File: config.mk
export PLATFORM = sky130hd
export DESIGN_NAME = apb_mem_bridge
export DESIGN_NICKNAME = d
export VERILOG_FILES = /design/src/rtl/apb_mem_bridge.sv
export SDC_FILE = /design/constraint.sdc
export NUM_CORES = 1
export LEC_CHECK = 0
export ABC_AREA = 1
export CAP_MARGIN = 10
export CORE_MARGIN = 8
export CORE_UTILIZATION = 55
export CTS_BUF_LIST = sky130_fd_sc_hd__clkbuf_8
export CTS_CLUSTER_SIZE = 24
export DETAILED_ROUTE_END_ITERATION = 16
export DONT_BUFFER_PORTS = 1
export GPL_TIMING_DRIVEN = 0
export PLACE_DENSITY_LB_ADDON = 0.25
export SLEW_MARGIN = 20
export SYNTH_ARGS = -nofsm -noshare
export SYNTH_HDL_FRONTEND = slang
export SYNTH_SLANG_ARGS = --single-unit
File: constraint.sdc
create_clock -name clk -period 2.65 [get_ports clk]
set_input_delay 0.3975 -clock clk [delete_from_list [all_inputs] [get_ports clk]]
set_output_delay 0.3975 -clock clk [all_outputs]
set_load 0.05 [all_outputs]
File: src/rtl/apb_mem_bridge.sv
// APB slave to single-port synchronous memory bridge.
// Each APB transfer becomes at most one memory access, which is aborted after TIMEOUT REQ cycles.
module apb_mem_bridge #(
    parameter int unsigned ADDR_W    = 8,
    parameter int unsigned DATA_W    = 32,
    parameter int unsigned MEM_DEPTH = 256,
    parameter int unsigned TIMEOUT   = 16
) (
    input  logic                  clk,
    input  logic                  resetn,
    input  logic                  psel,
    input  logic                  penable,
    input  logic                  pwrite,
    input  logic [ADDR_W-1:0]     paddr,
    input  logic [DATA_W-1:0]     pwdata,
    input  logic [DATA_W/8-1:0]   pstrb,
    output logic [DATA_W-1:0]     prdata,
    output logic                  pready,
    output logic                  pslverr,
    output logic                  mem_cs,
    output logic                  mem_we,
    output logic                  mem_re,
    output logic [ADDR_W-1:0]     mem_addr,
    output logic [DATA_W-1:0]     mem_wdata,
    output logic [DATA_W/8-1:0]   mem_be,
    input  logic [DATA_W-1:0]     mem_rdata,
    input  logic                  mem_ready,
    output logic                  busy
);

    localparam int unsigned STRB_W = DATA_W / 8;
    localparam int unsigned CNT_W  = (TIMEOUT > 1) ? $clog2(TIMEOUT) : 1;

    typedef enum logic [1:0] {
        S_IDLE,
        S_REQ,
        S_RESP
    } state_t;

    state_t              state_q, state_d;
    logic [CNT_W-1:0]    cnt_q, cnt_d;
    logic                wr_q, wr_d;
    logic [DATA_W-1:0]   prdata_q, prdata_d;
    logic                pready_q, pready_d;
    logic                pslverr_q, pslverr_d;
    logic                mem_cs_q, mem_cs_d;
    logic                mem_we_q, mem_we_d;
    logic                mem_re_q, mem_re_d;
    logic [ADDR_W-1:0]   mem_addr_q, mem_addr_d;
    logic [DATA_W-1:0]   mem_wdata_q, mem_wdata_d;
    logic [STRB_W-1:0]   mem_be_q, mem_be_d;
    logic                busy_q, busy_d;

    always_ff @(posedge clk) begin
        if (!resetn) begin
            state_q     <= S_IDLE;
            cnt_q       <= '0;
            wr_q        <= 1'b0;
            prdata_q    <= '0;
            pready_q    <= 1'b0;
            pslverr_q   <= 1'b0;
            mem_cs_q    <= 1'b0;
            mem_we_q    <= 1'b0;
            mem_re_q    <= 1'b0;
            mem_addr_q  <= '0;
            mem_wdata_q <= '0;
            mem_be_q    <= '0;
            busy_q      <= 1'b0;
        end else begin
            state_q     <= state_d;
            cnt_q       <= cnt_d;
            wr_q        <= wr_d;
            prdata_q    <= prdata_d;
            pready_q    <= pready_d;
            pslverr_q   <= pslverr_d;
            mem_cs_q    <= mem_cs_d;
            mem_we_q    <= mem_we_d;
            mem_re_q    <= mem_re_d;
            mem_addr_q  <= mem_addr_d;
            mem_wdata_q <= mem_wdata_d;
            mem_be_q    <= mem_be_d;
            busy_q      <= busy_d;
        end
    end

    always_comb begin
        state_d     = state_q;
        cnt_d       = cnt_q;
        wr_d        = wr_q;
        prdata_d    = prdata_q;
        pready_d    = 1'b0;
        pslverr_d   = 1'b0;
        mem_cs_d    = mem_cs_q;
        mem_we_d    = mem_we_q;
        mem_re_d    = mem_re_q;
        mem_addr_d  = mem_addr_q;
        mem_wdata_d = mem_wdata_q;
        mem_be_d    = mem_be_q;

        case (state_q)
            S_IDLE: begin
                cnt_d = '0;
                if (psel && penable && !pready_q) begin
                    wr_d = pwrite;
                    if (32'(paddr) >= MEM_DEPTH) begin
                        // Out-of-range: answer with an error, memory untouched
                        state_d   = S_RESP;
                        pready_d  = 1'b1;
                        pslverr_d = 1'b1;
                        if (!pwrite) begin
                            prdata_d = '0;
                        end
                    end else if (pwrite && (pstrb == '0)) begin
                        state_d  = S_RESP;
                        pready_d = 1'b1;
                    end else begin
                        state_d     = S_REQ;
                        mem_cs_d    = 1'b1;
                        mem_we_d    = pwrite;
                        mem_re_d    = !pwrite;
                        mem_addr_d  = paddr;
                        mem_wdata_d = pwdata;
                        mem_be_d    = pwrite ? pstrb : '1;
                    end
                end
            end
            S_REQ: begin
                // Completion takes priority over the timeout on the last cycle
                if (mem_ready) begin
                    state_d  = S_RESP;
                    pready_d = 1'b1;
                    mem_cs_d = 1'b0;
                    mem_we_d = 1'b0;
                    mem_re_d = 1'b0;
                    if (!wr_q) begin
                        prdata_d = mem_rdata;
                    end
                end else if (cnt_q == CNT_W'(TIMEOUT - 1)) begin
                    state_d   = S_RESP;
                    pready_d  = 1'b1;
                    pslverr_d = 1'b1;
                    mem_cs_d  = 1'b0;
                    mem_we_d  = 1'b0;
                    mem_re_d  = 1'b0;
                    if (!wr_q) begin
                        prdata_d = '0;
                    end
                end else begin
                    cnt_d = cnt_q + CNT_W'(1);
                end
            end
            S_RESP: begin
                state_d = S_IDLE;
            end
            default: begin
                state_d = S_IDLE;
            end
        endcase

        busy_d = (state_d != S_IDLE);
    end

    assign prdata    = prdata_q;
    assign pready    = pready_q;
    assign pslverr   = pslverr_q;
    assign mem_cs    = mem_cs_q;
    assign mem_we    = mem_we_q;
    assign mem_re    = mem_re_q;
    assign mem_addr  = mem_addr_q;
    assign mem_wdata = mem_wdata_q;
    assign mem_be    = mem_be_q;
    assign busy      = busy_q;

endmodule
[Yosys cells after proc, flatten, opt, wreduce, memory -nomap -nowiden]
Index checks and enable logic that the tools add are counted.
Widths: inputs -> output; s select.
Word-level totals
  input port bits: 82
  bits in registers: 89
Operators by class
  equality and inequality tests: 7
  reductions and logical operators: 16
  add/sub/neg operators: 1
  mux-type cells: 29
  bitwise logic cells: 4
Operators by type and width (count)
  $mux 32: 4
  $mux 1: 12
  $mux 4: 3
  $reduce_and 3->1: 3
  $mux 2: 4
  $ne 2x2->1 const B: 4
  $pmux 1 s2: 4
  $pmux 4 s2: 1
  $reduce_bool 2->1: 3
  $add 4x1->4 const B: 1
  $eq 4x4->1 const B: 1
  $logic_not 4->1: 1
  $not 1->1: 4
  $pmux 2 s2: 1
  $reduce_and 4->1: 1
  $logic_and 1x1->1: 3
  $ne 3x3->1 const B: 1
  $reduce_or 3->1: 1
  $eq 2x1->1 const B: 1
  $logic_not 1->1: 2
  $logic_not 2->1: 1
  $reduce_and 2->1: 1

[Longest topological paths before layout]
Gate-level depths: netlist of the first run.
  depth after elaboration: 6
  gate-level depth with buffers: 8
  mapped depth without buffers: 8

[Least setup slack after synthesis of the first run]
OpenSTA, ideal clock, no wires.
  path kind: flip-flop to flip-flop
  start point: register pready_q (netlist: pready)
  end point: register mem_addr_q[0] (netlist: mem_addr[0])
  buffers on the path: 1
  stages on the path, launching flop included: 7
  data required time: 2586 ps
  arrival time: 1392 ps
  period minus slack after synthesis: 1456 ps
  path slack: 1194 ps
  cells stage by stage: dfxtp_1 -> nand3b_1 -> nor2_4 -> nand2_2 -> clkbuf_1 -> o21ai_0 -> nor2_1
Between the ends
  word-level cells in the longest chain between the ends: 3
RTL lines
  from (decl): RTL line 44  | logic pready_q, pready_d;
  from (signal assigned): RTL line 74  | pready_q <= pready_d;
  $logic_not 1->1: RTL line 103  | if (psel && penable && !pready_q) begin
  $logic_and 1x1->1: RTL line 103
  $reduce_and 3->1 (no line)
  to (signal assigned): RTL line 79  | mem_addr_q <= mem_addr_d;
  to (decl): RTL line 49  | logic [ADDR_W-1:0] mem_addr_q, mem_addr_d;
Every way passes these cells.
A chain may end at the register's enable or synchronous reset.

[Worst setup path after layout of the first run]
  start point: register pready_q (netlist: pready)
  end point: register mem_addr_q[4] (netlist: mem_addr[4])
Same word-level chain as after synthesis.

==> summary.txt, run 1 <==
Outcome
  • Status: finished, final reports clean

STA
  • RSZ-0062 raised after global routing: no
  • # setup viols final: 0
  • FMAX: 575 MHz
  • Final min period: 1.74 ns
  • Final TNS setup: 0 ns
  • Slew headroom: 62.7%
  • Skew final: 0.00789 ns
  • Tcrit/Tclk final: 65.6%
  • Worst-margin pin slew: 0.559 ns
  • Fin. Hold Viols: 0
  • Max Slew Vio Count: 0

Power and ir drop
  • Sequential share of power: 58.2%
  • Int Pwr: 2000 uW
  • Net Sw Frac: 29.8%
  • Switch Pwr: 850 uW
  • Max VDD drop: 0.434 mV
  • Clk pwr share: 35.0%
  • Leakage: 0.00135 uW
  • Combinational power share: 6.9%
  • Pwr/cell area: 782 nW/um2

Logic synthesis
  • Cell taking the most area after synthesis: dfxtp_1
  • Most frequent cell after synthesis: nor2_1
  • Post-synthesis sequential area ratio: 53.4%
  • Area share of the largest cell type after synthesis: 53.4%
  • Commonest cells in the netlist: nor2_1, dfxtp_1, nand2_1, a21oi_1, o21ai_0
  • Mapped Area: 3340 um2
  • Post-synth EDFFs: 0
  • Syn Area/Cell: 8.08 um2
  • Netlist cell types: 22
  • Async SR Flop Fraction: 0%
  • Mapped Cells: 413
  • Synthesis Warnings: 0
  • Post-Syn Nets: 496
  • Top_reg_cell synth: dfxtp_1
  • Seq cells post-synth: 89
  • Synth area leaders: dfxtp_1, nor2_1, nand3b_1

Clock network
  • Clk sinks: 89
  • Total CTS buffers: 9
  • CTS tree: yes
  • Clock transition at path regs: 0.09 ns
  • Post-CTS Hold Fix Bufs: 0
  • Post-CTS Setup Inserts: 0
  • Clock Path Buffers: 2
  • H-tree levels: 3
  • CTS Root Cell: clkbuf_8
  • PostCTS Resize Cnt: 0
  • Worst skew pair latency: 0.35 ns

Worst setup path
  • Crit path max-delay family: flip-flops
  • Max stage delay on crit path: 0.67 ns
  • Buf/Inv on CP: 1
  • CP endpoint kind: flip-flop
  • Slowest cell on crit path: dfxtp_1
  • Critical path class: reg2reg
  • Worst setup SP type: flip-flop
  • Worst Path Arrival: 2.03 ns
  • Worst R2R Path Depth: 6
  • WP depth: 6
  • Crit path cell chain: nand3b_1 > nor2_4 > nand2_2 > clkbuf_1 > o21ai_0 > nor2_1
  • Crit-path max FO: 10
  • Worst EP required: 2.94 ns

Global route
  • Initial antenna violation count: 0
  • Pin count of the biggest net entering global routing: 16
  • Congestion Overflow GR: 0
  • Overall routing resource usage: 18.5%
  • First-pass GRT wire length: 13000 um
  • Vias in the first global route: 2639

Floorplan
  • IO Pins: 164
  • Core area: 5890 um2
  • Area of the die: 8820 um2
  • Die X: 93.9 um
  • Row count: 28
  • Starting Density: 56.7%
  • Die Ht: 93.9 um

Detailed routing
  • Routed vias: 2696
  • Initial DRC count: 145
  • Wire length per cell: 16.7 um
  • DRC viols: 0
  • Iteration count of the initial detailed-routing pass: 4
  • DR vias/cell: 5.35
  • Routed WL: 8400 um
  • Number of nets with antenna violations after routing: 0

Place
  • Port Buf Inserts: 0
  • Dpl cell area: 3430 um2
  • Gpl congestion: 0.852
  • Post-DP HPWL: 6590 um

Run
  • Maxcap violations: 0

Finish
  • Fin nets: 507
  • Layout overhead on the synthesized area: 9.37%
  • Post-route cell area: 3650 um2
  • Final Util: 62.0%
  • Layout cells sized above 1: 9.56%
  • # diodes: 0

Worst hold path
  • Worst hold path depth: 2
  • Worst min path class: in2reg
## through the flow
stage | hold WS (ns) | worst slack, ns | total power, uW | instances
6_report | 0.182 | 0.911 | 2850 | 504
3_3_place_gp | 0.468 | 0.954 | 1890 | 488
2_1_floorplan | 0.447 | 1.19 | 1840 | 413
5_1_grt | 0.179 | 0.729 | 2970 | 504
3_5_place_dp | 0.471 | 0.881 | 1890 | 488
4_1_cts | 0.170 | 0.862 | 2890 | 504
## power groups by stage
| stage | Clock [uW] | Combinational (uW) | Sequential, uW |
|---|---|---|---|
| floorplan | 0 | 161 | 1680 |
| global placement | 0 | 192 | 1690 |
| detailed placement | 0 | 198 | 1700 |
| CTS | 1030 | 199 | 1660 |
| global route | 1070 | 227 | 1670 |
| finish | 998 | 196 | 1660 |
## area by class of cell
type	count	area [um2]
buffer	27	148
tap	75	93.8
fill	547	2230
sequential	89	1780
multi-input combinational	283	1360
clock inverter	7	95.1
inverter	14	52.6
clock buffer	9	124
## state kept, by name, indices dropped and copies added (netlist names)
signal / cells
busy: 1
cnt_q: 4
mem_addr: 8
mem_be: 4
mem_cs: 1
mem_re: 1
mem_wdata: 32
mem_we: 1
prdata: 32
pready: 1
pslverr: 1
state_q: 2
wr_q: 1
## logic make-up after synthesis
family	synth area share, %
AO/OA/AOI/OAI	13.5
buffers and inverters	6.00
adder cells (fa/ha/maj)	0.375
flip-flops	53.4
XOR/XNOR	0.262
AND/OR/NAND/NOR	26.5
## layer usage
metal | up-vias | share of wire (%) | track usage [%]
met2 | 119 | 48 | 30.7
met1 | 1201 | 36 | 18.7
met5 | - | 0 | 0
li1 | 1367 | - | -
met3 | 9 | 15 | 10.7
met4 | 0 | 1.2 | 7.53
## worst paths after layout
| kind | slack, ns | startpoint | to |
|---|---|---|---|
| worst max register to register | 0.91 | pready | mem_addr[4] |
| worst min register to register | 0.49 | cnt_q[1] | cnt_q[1] |
| worst max-delay path | 0.91 | pready | mem_addr[4] |
| worst min-delay path | 0.18 | pstrb[2] | mem_be[2] |
## placed cells by master, fill, tap and decap left out, types with 3 or more instances in the layout
master / instances
nand2_1: 52
buf_6: 3
inv_2: 4
clkbuf_8: 9
nand3b_1: 33
buf_2: 7
nor2_1: 95
dfxtp_1: 89
inv_1: 10
buf_4: 4
o21ai_0: 42
nand3_1: 3
nand2_2: 3
a21oi_1: 43
o21ai_1: 5
clkbuf_1: 13
Note: power is estimated with default switching activity, not from simulation.
==> inputs of run 2 (changes only) <==
--- a/config.mk
+++ b/config.mk
@@ -5,7 +5,7 @@
 export SDC_FILE = /design/constraint.sdc
 export NUM_CORES = 1
 export LEC_CHECK = 0
-export ABC_AREA = 1
+export ABC_AREA = 0
 export CAP_MARGIN = 10
 export CORE_MARGIN = 8
 export CORE_UTILIZATION = 55
==> constraint.sdc (replaced) <==
create_clock -name clk -period 1.6 [get_ports clk]
set_input_delay 0.24 -clock clk [delete_from_list [all_inputs] [get_ports clk]]
set_output_delay 0.24 -clock clk [all_outputs]
set_load 0.05 [all_outputs]
==> run 2 against run 1 <==
Compared with the run above: the flow now finishes with violations (setup timing); highest routed layer unchanged; largest cell class is now multi-input gates; largest power group unchanged; sequential cell count is the same; combinational power grew 140%; total power grew 65%; critical path depth shrank 1.
==> summary.txt, run 2 <==
Worst setup path
  • Crit-path max FO: 7 (-3)
  • Critical path class: reg2reg
  • Worst EP required: 1.84 ns (-1.10 ns)
  • Worst Path Arrival: 1.85 ns (-0.18 ns)
  • Slowest cell on crit path: or4_4
  • Buf/Inv on CP: 2 (+1)
  • Worst setup SP type: flip-flop
  • CP endpoint kind: flip-flop
  • Crit path max-delay family: simple AND/OR/NAND/NOR gates
  • Crit path cell chain: or4_4 > buf_12 > clkbuf_16 > o21ai_2 > a21boi_1
  • Max stage delay on crit path: 0.54 ns (-0.13 ns)

Logic synthesis
  • Cell taking the most area after synthesis: dfxtp_1
  • Top_reg_cell synth: dfxtp_1
  • Most frequent cell after synthesis: nand3_1
  • Post-synthesis sequential area ratio: 48.8% (-4.6 points)
  • Synthesis Warnings: 0 (unchanged)
  • Mapped Area: 3650 um2 (+9.4%)
  • Syn Area/Cell: 8.84 um2 (+9.4%)
  • Post-synth EDFFs: 0 (unchanged)
  • Post-Syn Nets: 496 (unchanged)
  • Synth area leaders: dfxtp_1, nand3_1, a21boi_1
  • Commonest cells in the netlist: nand3_1, dfxtp_1, o21ai_1, a21boi_1, o21ai_0
  • Netlist cell types: 39 (+77%)
  • Seq cells post-synth: 89 (unchanged)
  • Area share of the largest cell type after synthesis: 48.8% (-4.6 points)
  • Mapped Cells: 413 (unchanged)
  • Async SR Flop Fraction: 0% (unchanged)

Finish
  • Commonest non-fill, non-tap cell in the layout: nand3_1
  • Final Util: 69.7% (+7.6 points)
  • Layout overhead on the synthesized area: 21.8%
  • Most frequent cells in the layout: nand3_1, dfxtp_1, a21boi_1
  • Fin nets: 520 (+2.6%)
  • Layout cells sized above 1: 26.0% (+16 points)
  • Post-route cell area: 4450 um2 (+22%)
  • Fillers: 530 (-3.1%)

Outcome
  • Failing checks: setup timing
  • Status: complete, but fails checks

Power and ir drop
  • Max VDD drop: 0.755 mV (+74%)
  • Pwr/cell area: 1060 nW/um2 (+36%)
  • Leakage: 0.00152 uW (+13%)

Detailed routing
  • Metal1 wirelength: 4140 um (+36%)
  • Initial DRC count: 111 (-23%)
  • Iteration count of the initial detailed-routing pass: 5 (+1)
  • DR vias/cell: 6.21 (+16%)
  • Met2 wire length: 5660 um (+41%)
  • Number of nets with antenna violations after routing: 0 (unchanged)
  • DRC viols: 0 (unchanged)
  • Wire length per cell: 21.4 um (+28%)
  • Routed vias: 3231 (+20%)
  • Routed WL: 11100 um (+33%)
  • Routed wire length on met3: 1110 um (-11%)
  • Top sig layer: met4

Clock network
  • CTS Root Cell: clkbuf_8
  • Clock transition at path regs: 0.09 ns (about the same)
  • Clk sinks: 89 (unchanged)
  • Total CTS buffers: 9 (unchanged)
  • Clock Path Buffers: 2 (unchanged)
  • Worst skew pair latency: 0.34 ns (about the same)
  • CTS tree: yes
  • Post-CTS Hold Fix Bufs: 0 (unchanged)
  • H-tree levels: 3 (unchanged)

Global route
  • Pin count of the biggest net entering global routing: 16 (unchanged)
  • Congestion Overflow GR: 0 (unchanged)
  • First-pass GRT wire length: 15900 um (+23%)
  • Vias in the first global route: 3078 (+17%)
  • Initial antenna violation count: 1 (+1)
  • Overall routing resource usage: 20.4% (+1.9 points)

Floorplan
  • Core area: 6390 um2 (+8.5%)
  • Starting Density: 57.2% (+0.47 points)
  • Row count: 29 (+3.6%)
  • IO Pins: 164 (unchanged)
  • Die Ht: 97.5 um (+3.8%)
  • Die X: 97.5 um (+3.8%)
  • Area of the die: 9500 um2 (+7.8%)

STA
  • FMAX: 618 MHz (+7.5%)
  • Skew final: 0.00542 ns (-0.00247 ns)
  • Tcrit/Tclk final: 101% (+35 points)
  • Fin Hold WS: 0.0252 ns (-0.157 ns)
  • RSZ-0062 raised after global routing: yes
  • Setup WS post-layout: -0.0169 ns (-0.928 ns)
  • # setup viols final: 2 (+2)
  • Max Slew Vio Count: 0 (unchanged)
  • Worst-margin pin slew: 0.649 ns (+0.0898 ns)
  • Fin. Hold Viols: 0 (unchanged)
  • Final min period: 1.62 ns (-0.122 ns)
  • Slew headroom: 56.7% (-5.9 points)

Place
  • Dpl cell area: 3750 um2 (+9.2%)
  • DP Worst Slack: -0.198 ns (-1.08 ns)
  • Port Buf Inserts: 0 (unchanged)
  • Post-DP HPWL: 7710 um (+17%)
  • Gpl congestion: 0.809 (-5.0%)

Run
  • Maxcap violations: 0 (unchanged)

Worst hold path
  • Worst min path class: in2reg
run 2: per-layer routing:
layer	vias to the layer above	track usage (%)
met4	0	8.39
li1	1542	-
met1	1538	21.8
met5	-	0
met3	18	9.39
met2	133	33.9
run 2: layout make-up:
| cell class | instances | area, um2 | share of cell area (%) |
|---|---|---|---|
| Sequential cell | 89 | 1800 | 40.4 |
| Buffer | 44 | 344 | 7.74 |
| Inverter | 2 | 7.51 | 0.169 |
| Multi-Input combinational cell | 278 | 1800 | 40.5 |
| Tap cell | 77 | 96.3 | 2.17 |
| Clock buffer | 11 | 151 | 3.40 |
| Clock inverter | 5 | 63.8 | 1.43 |
| Timing Repair Buffer | 13 | 183 | 4.11 |
| Antenna cell | 1 | 2.50 | 0.0563 |
run 2: timing repair:
action | 4_1_cts | 5_1_grt
gates cloned | 0 | 6
endpoints found under the setup margin | 77 | 71
endpoints found under the hold margin | 0 | 0
resized for setup | 14 | 89
buffers inserted | 1 | 6
pin swaps | 2 | 19
run 2: through the flow:
stage / cells / setup TNS, ns / total power (uW)
finish: 520 / -0.0176 / 4710
detailed placement: 490 / -8.32 / 3040
floorplan: 413 / 0 / 2940
global route: 520 / -0.588 / 4880
CTS: 507 / 0 / 4630
global placement: 490 / -6.13 / 3020
run 2: path summary, 6_finish.rpt:
kind	start	to	slack, ns	cells after the start
worst min-delay path	mem_rdata[30]	prdata[30]	0.03	2
worst max register to register	pready	mem_wdata[22]	-0.02	5
worst max-delay path	pready	mem_wdata[22]	-0.02	5
worst min register to register	wr_q	wr_q	0.49	2
run 2: logic make-up after synthesis:
logic type | Yosys count | synth area share (%)
AO/OA/AOI/OAI | 139 | 23.5
AND/OR/NAND/NOR | 138 | 19.8
flip-flops | 89 | 48.8
buffers and inverters | 46 | 7.61
adder cells (fa/ha/maj) | 1 | 0.343
run 2: power by group:
part | switching [uW] | internal [uW]
clock network | 795 | 816
logic | 259 | 220
registers | 334 | 2290
total | 1390 | 3320
